==> src/rtl/handshake_buffer_defs.vh <==
// rtl/handshake_buffer_defs.vh - shared width and elaboration-check macros for handshake buffers
//
// Macros:
//   HB_PTR_W(n)       width of a slot pointer addressing n slots (at least 1 bit)
//   HB_CNT_W(n)       width of an occupancy counter holding 0..n
//   HB_CHECK_SLOTS(n) generate item that stops elaboration when n < 1
`ifndef HANDSHAKE_BUFFER_DEFS_VH
`define HANDSHAKE_BUFFER_DEFS_VH

`define HB_PTR_W(n) (((n) > 1) ? $clog2(n) : 1)
`define HB_CNT_W(n) ($clog2((n) + 1))

`define HB_CHECK_SLOTS(n) \
  if ((n) < 1) begin : g_num_slots_check \
    $error("NUM_SLOTS must be >= 1"); \
  end

`endif

==> src/rtl/tehb_fifo_break_r_pkg.sv <==
// rtl/tehb_fifo_break_r_pkg.sv - shared types, defaults and helpers for the ready-breaking FIFO
//
// Contents:
//   DEFAULT_NUM_SLOTS / DEFAULT_DATA_TYPE  default depth and payload width
//   cnt_op_e                               occupancy update for one cycle
//   count_op(wr, rd)                       maps a write/read pair to a cnt_op_e
package tehb_fifo_break_r_pkg;

  localparam int DEFAULT_NUM_SLOTS = 4;
  localparam int DEFAULT_DATA_TYPE = 32;

  typedef enum logic [1:0] {
    CNT_HOLD = 2'd0,
    CNT_INC  = 2'd1,
    CNT_DEC  = 2'd2
  } cnt_op_e;

  // A simultaneous write and read leaves the occupancy unchanged.
  function automatic cnt_op_e count_op(input logic wr, input logic rd);
    case ({wr, rd})
      2'b10:   return CNT_INC;
      2'b01:   return CNT_DEC;
      default: return CNT_HOLD;
    endcase
  endfunction

endpackage

==> src/rtl/tehb_fifo_break_r_dataless.sv <==
// rtl/tehb_fifo_break_r_dataless.sv - control path of the ready-breaking FIFO (count, pointers, handshake)
//
// Ports:
//   clk, rst             clock; asynchronous active-low reset
//   ins_valid            producer valid
//   outs_ready           consumer ready
//   ins_ready            producer ready, decoded from registered count only
//   outs_valid           consumer valid (bypassed from ins_valid while empty)
//   wr_en, wr_ptr        storage write strobe and slot
//   rd_ptr               slot presented to the consumer when not bypassing
//   bypass               buffer is empty; payload comes straight from ins
//   count                current occupancy 0..NUM_SLOTS
`include "handshake_buffer_defs.vh"

module tehb_fifo_break_r_dataless
  import tehb_fifo_break_r_pkg::*;
#(
  parameter  int NUM_SLOTS = DEFAULT_NUM_SLOTS,
  localparam int PTR_W     = `HB_PTR_W(NUM_SLOTS),
  localparam int CNT_W     = `HB_CNT_W(NUM_SLOTS)
) (
  input  logic             clk,
  input  logic             rst,
  input  logic             ins_valid,
  input  logic             outs_ready,
  output logic             ins_ready,
  output logic             outs_valid,
  output logic             wr_en,
  output logic [PTR_W-1:0] wr_ptr,
  output logic [PTR_W-1:0] rd_ptr,
  output logic             bypass,
  output logic [CNT_W-1:0] count
);

  `HB_CHECK_SLOTS(NUM_SLOTS)

  logic rd_en;

  // Explicit wrap so non-power-of-two depths work.
  function automatic logic [PTR_W-1:0] next_ptr(input logic [PTR_W-1:0] p);
    return (p == PTR_W'(NUM_SLOTS - 1)) ? '0 : p + 1'b1;
  endfunction

  always_comb begin
    bypass     = (count == '0);
    ins_ready  = rst & (count != CNT_W'(NUM_SLOTS));
    outs_valid = rst & (bypass ? ins_valid : 1'b1);
    wr_en      = 1'b0;
    rd_en      = 1'b0;
    if (bypass) begin
      // Only capture when the consumer refuses the bypassed token.
      wr_en = rst & ins_valid & ~outs_ready;
    end else begin
      // Never bypass while holding tokens, otherwise ordering breaks.
      wr_en = ins_valid & ins_ready;
      rd_en = outs_ready;
    end
  end

  always_ff @(posedge clk or negedge rst) begin
    if (!rst) begin
      count  <= '0;
      wr_ptr <= '0;
      rd_ptr <= '0;
    end else begin
      if (wr_en) wr_ptr <= next_ptr(wr_ptr);
      if (rd_en) rd_ptr <= next_ptr(rd_ptr);
      case (count_op(wr_en, rd_en))
        CNT_INC: count <= count + 1'b1;
        CNT_DEC: count <= count - 1'b1;
        default: count <= count;
      endcase
    end
  end

endmodule

==> src/rtl/tehb_fifo_break_r.sv <==
// rtl/tehb_fifo_break_r.sv - multi-slot ready-breaking elastic buffer with empty-state bypass
//
// Configuration macro: TEHB_FIFO_OCCUPANCY_EN adds the registered occupancy output.
//
// Ports:
//   clk, rst      clock; asynchronous active-low reset
//   ins           input payload, ins_valid / ins_ready handshake
//   outs          output payload, outs_valid / outs_ready handshake
//   occupancy     (TEHB_FIFO_OCCUPANCY_EN only) stored token count
`include "handshake_buffer_defs.vh"

module tehb_fifo_break_r
  import tehb_fifo_break_r_pkg::*;
#(
  parameter  int NUM_SLOTS = DEFAULT_NUM_SLOTS,
  parameter  int DATA_TYPE = DEFAULT_DATA_TYPE,
  localparam int PTR_W     = `HB_PTR_W(NUM_SLOTS),
  localparam int CNT_W     = `HB_CNT_W(NUM_SLOTS)
) (
  input  logic                 clk,
  input  logic                 rst,
  input  logic [DATA_TYPE-1:0] ins,
  input  logic                 ins_valid,
  output logic                 ins_ready,
  output logic [DATA_TYPE-1:0] outs,
  output logic                 outs_valid,
  input  logic                 outs_ready
`ifdef TEHB_FIFO_OCCUPANCY_EN
  ,
  output logic [CNT_W-1:0]     occupancy
`endif
);

  logic             wr_en;
  logic [PTR_W-1:0] wr_ptr;
  logic [PTR_W-1:0] rd_ptr;
  logic             bypass;
  logic [CNT_W-1:0] count;

  // Payload storage carries no reset; validity lives entirely in count.
  logic [DATA_TYPE-1:0] mem [NUM_SLOTS];

  tehb_fifo_break_r_dataless #(
    .NUM_SLOTS (NUM_SLOTS)
  ) u_ctrl (
    .clk        (clk),
    .rst        (rst),
    .ins_valid  (ins_valid),
    .outs_ready (outs_ready),
    .ins_ready  (ins_ready),
    .outs_valid (outs_valid),
    .wr_en      (wr_en),
    .wr_ptr     (wr_ptr),
    .rd_ptr     (rd_ptr),
    .bypass     (bypass),
    .count      (count)
  );

  always_ff @(posedge clk) begin
    if (wr_en) mem[wr_ptr] <= ins;
  end

  assign outs = bypass ? ins : mem[rd_ptr];

`ifdef TEHB_FIFO_OCCUPANCY_EN
  assign occupancy = count;
`else
  logic unused_count;
  assign unused_count = ^count;
`endif

endmodule

==> config.mk <==
export PLATFORM = sky130hd
export DESIGN_NAME = tehb_fifo_break_r
export DESIGN_NICKNAME = d
export VERILOG_FILES = /design/src/rtl/tehb_fifo_break_r_pkg.sv /design/src/rtl/tehb_fifo_break_r_dataless.sv /design/src/rtl/tehb_fifo_break_r.sv
export VERILOG_INCLUDE_DIRS = /design/src /design/src/rtl
export SDC_FILE = /design/constraint.sdc
export NUM_CORES = 1
export LEC_CHECK = 0
export BUFFER_PORTS_ARGS = -buffer_cell sky130_fd_sc_hd__clkbuf_2
export CORE_AREA = 2 2 141 143
export DETAILED_ROUTE_END_ITERATION = 10
export DIE_AREA = 0 0 143 145
export PLACE_DENSITY = 0.47
export SLEW_MARGIN = 15
export SYNTH_ARGS = -nofsm -noshare
export SYNTH_HDL_FRONTEND = slang
export SYNTH_SLANG_ARGS = --single-unit
==> constraint.sdc <==
create_clock -name clk -period 1.9 [get_ports clk]
set_input_delay 0.38 -clock clk [delete_from_list [all_inputs] [get_ports clk]]
set_output_delay 0.38 -clock clk [all_outputs]
set_load 0.01 [all_outputs]
==> metrics <==
status finished with violations; failing checks setup timing; clock latency at the later pin of the worst-skew pair 410 ps; Num CTS Buffers 17; Syn Area/Cell 23.0 um^2; die height 145 um; Tightest Pin Transition 371 ps; Hold Vio Cnt, Final 0; CTS root buf clkbuf_16; post-synth top area cell edfxtp_1; vias 2,673; slowest stage cell, crit path mux4_2; CP Cell Sequence buf_12 > mux4_2 > mux2_4 > clkbuf_2; Final setup violation count 33; final non-filler cell total 629; TritonCTS clock tree built; RePlAce Congestion 0.660; Core Rows 51; synth warn 0; Post-Synth XOR/XNOR Area 0.465%; clock tree buffer depth 2; maximum vdd drop 0.000786 V; DRT Wirelength 11.0 mm; routed vias/inst 4.25; top cell type's share of synthesized area 68.1%; Max transition margin 75.2%; max-slew violation count 0; synth top area cells edfxtp_1 68%, mux4_2 11%, mux2_4 8.2%, dfrtp_1 3.1%, mux4_1 1.9%; RSZ-0062 raised after global routing true; number of enable flip-flop cells after synthesis 128; initial drt markers 208; fmax 419 MHz; Simple-Gate Fraction of Synth Area 0.975%; CP Launch Type register; most frequent cell after synthesis edfxtp_1; Syn Nets 289; setup ws final -485 ps; Seq pwr share 32.1%; CTS clock-pin slew for the worst setup and hold paths 60 ps; Primary FF master, synth edfxtp_1; final period utilization 126%; max-cap violation count 0; number of port buffers 69; clock share of power 31.9%; total track usage 11.4%; mux contribution to synthesized area 22.4%; R2R setup slack 10 ps; drt drc 0; DRT Pass-1 Iters 4; # IOs 70; DIE WIDTH 143 um; DP Wirelength 6.97 mm; WL per Instance 17.5 um; power density cells 1610 nW/um^2; largest net degree at the start of global routing 23; top cells by count, synth 128 x edfxtp_1, 31 x mux2_4, 28 x mux4_2; hold crit path type in -> reg; antenna cells 0; crit-path max FO 22; Req. time, crit path 1520 ps; post-synth cell types 23; Crit Path Category reg -> out; #FFs+latches synth 135; Sink Count 135; combinational share of power 36.0%; Synth async-reset ratio 5.19%; Routed Antenna Nets 0; Internal 8690 uW; post-layout util 38.1%; share of layout cells above drive strength 1 56.3%; CP peak stage delay 540 ps; total gr overflow 0; Synth Instances 246; Arr. time, crit path 2010 ps; dpl cells 594; Post-layout nets 394; cell area after synthesis 5650 um^2; core area 19,200 um^2; Initial Util 29.4%; largest family of logic cells by synthesized area multiplexers; Leakage 0.00273 uW; initial antenna violation count 1; Synth Area in Compound Gates 0.421%; CP Capture Type output pin; synthesis-to-finish area growth 29.6%; Post-Synth Adder-Cell Area 1.68%; vias in the first global route 2,964; wire length of the first global-routing pass 17.1 mm; Setup Skew 6.41 ps; die area 20,700 um^2; register area share after synthesis 71.2%; reported net switching power 3110 uW; post-route minimum period 2390 ps; Sw Share 26.4%; H-Tree Depth 4
[through the flow]
stage / setup slack, ps / hold WS, ps / total power, uW / cell area [um^2] / TNS [ps]
floorplan: -5.87 / 84.4 / 6570 / 5660 / -5.87
global placement: -97.9 / 348 / 7910 / 6560 / -1780
detailed placement: -119 / 332 / 7950 / 6560 / -2120
CTS: -527 / 182 / 11900 / 7290 / -15710
global route: -570 / 192 / 12400 / 7320 / -17190
finish: -485 / 203 / 11800 / 7320 / -14340
[layout by cell type, fill, tap and decap left out, types with 5 or more instances in the layout]
master	synthesis	layout
buf_4	0	12
buf_12	3	14
dfrtp_1	7	5
clkbuf_2	0	64
mux4_2	28	32
ha_1	6	5
inv_1	7	6
edfxtp_1	128	128
bufinv_16	0	7
mux2_4	31	33
buf_6	5	6
clkbuf_16	0	17
[path summary, 6_finish.rpt]
check / start / to / cells after the start
min reg2reg: u_ctrl.wr_ptr[1]$_DFFE_PN0P_ / u_ctrl.wr_ptr[1]$_DFFE_PN0P_ / 1
max: u_ctrl.rd_ptr[0]$_DFFE_PN0P_ / outs[26] / 4
max reg2reg: u_ctrl.count[1]$_DFFE_PN0P_ / u_ctrl.count[2]$_DFFE_PN0P_ / 9
min in group asynchronous: rst / u_ctrl.count[2]$_DFFE_PN0P_ / 3
min: ins[29] / mem[2][29]$_DFFE_PP_ / 1
max in group asynchronous: rst / u_ctrl.rd_ptr[0]$_DFFE_PN0P_ / 3
[flip-flops by register name, summed over array words and instances (netlist names)]
| name | cells |
|---|---|
| u_ctrl.count | 3 |
| u_ctrl.rd_ptr | 2 |
| mem | 128 |
| u_ctrl.wr_ptr | 2 |
[cell families after synthesis]
logic type | Yosys count
XOR/XNOR | 3
AND/OR/NAND/NOR | 10
AO/OA/AOI/OAI | 3
multiplexers | 69
buffers and inverters | 19
adder cells (fa/ha/maj) | 7
flip-flops | 135
[area by class of cell]
cell class | count | area [um^2]
repair buffers | 98 | 783
fillers | 1752 | 11900
multi-input cells | 92 | 1480
clock inverters | 13 | 250
inverters | 7 | 26.3
well taps | 265 | 332
flip-flops and latches | 135 | 4020
clock buffers | 19 | 433
[what timing repair did]
item                       in CTS  in global routing
hold buffers                    1                  0
cloned                          0                  0
setup endpoints to repair      35                 34
pin swaps                       3                  2
resized for setup              12                 11
buffers inserted                2                  0
hold endpoints to repair        7                  0
[power by group through the flow]
stage	Sequential (uW)	Clock [uW]	Combinational [uW]
finish	3780	3760	4250
floorplan	3790	0	2780
global route	3820	3990	4590
detailed placement	3840	0	4110
CTS	3790	3850	4250
global placement	3820	0	4080
[per-layer routing]
| layer | part of all wire [%] | track usage, % | wire, um | up-vias |
|---|---|---|---|---|
| met1 | 49 | 15.6 | 5430 | 1374 |
| met3 | 4.5 | 4.29 | 500 | 10 |
| met5 | 0.12 | 0 | 13 | - |
| met2 | 45 | 16.4 | 4960 | 63 |
| li1 | - | - | - | 1224 |
| met4 | 1.0 | 4.01 | 113 | 2 |
[worst max-delay path: cells and delay by family, from the launching register on]
| family | cells | cell delay, ps |
|---|---|---|
| DFF | 1 | 410 |
| muxes | 2 | 820 |
| buffers and inverters | 2 | 360 |
Note: power is estimated with default switching activity, not from simulation.
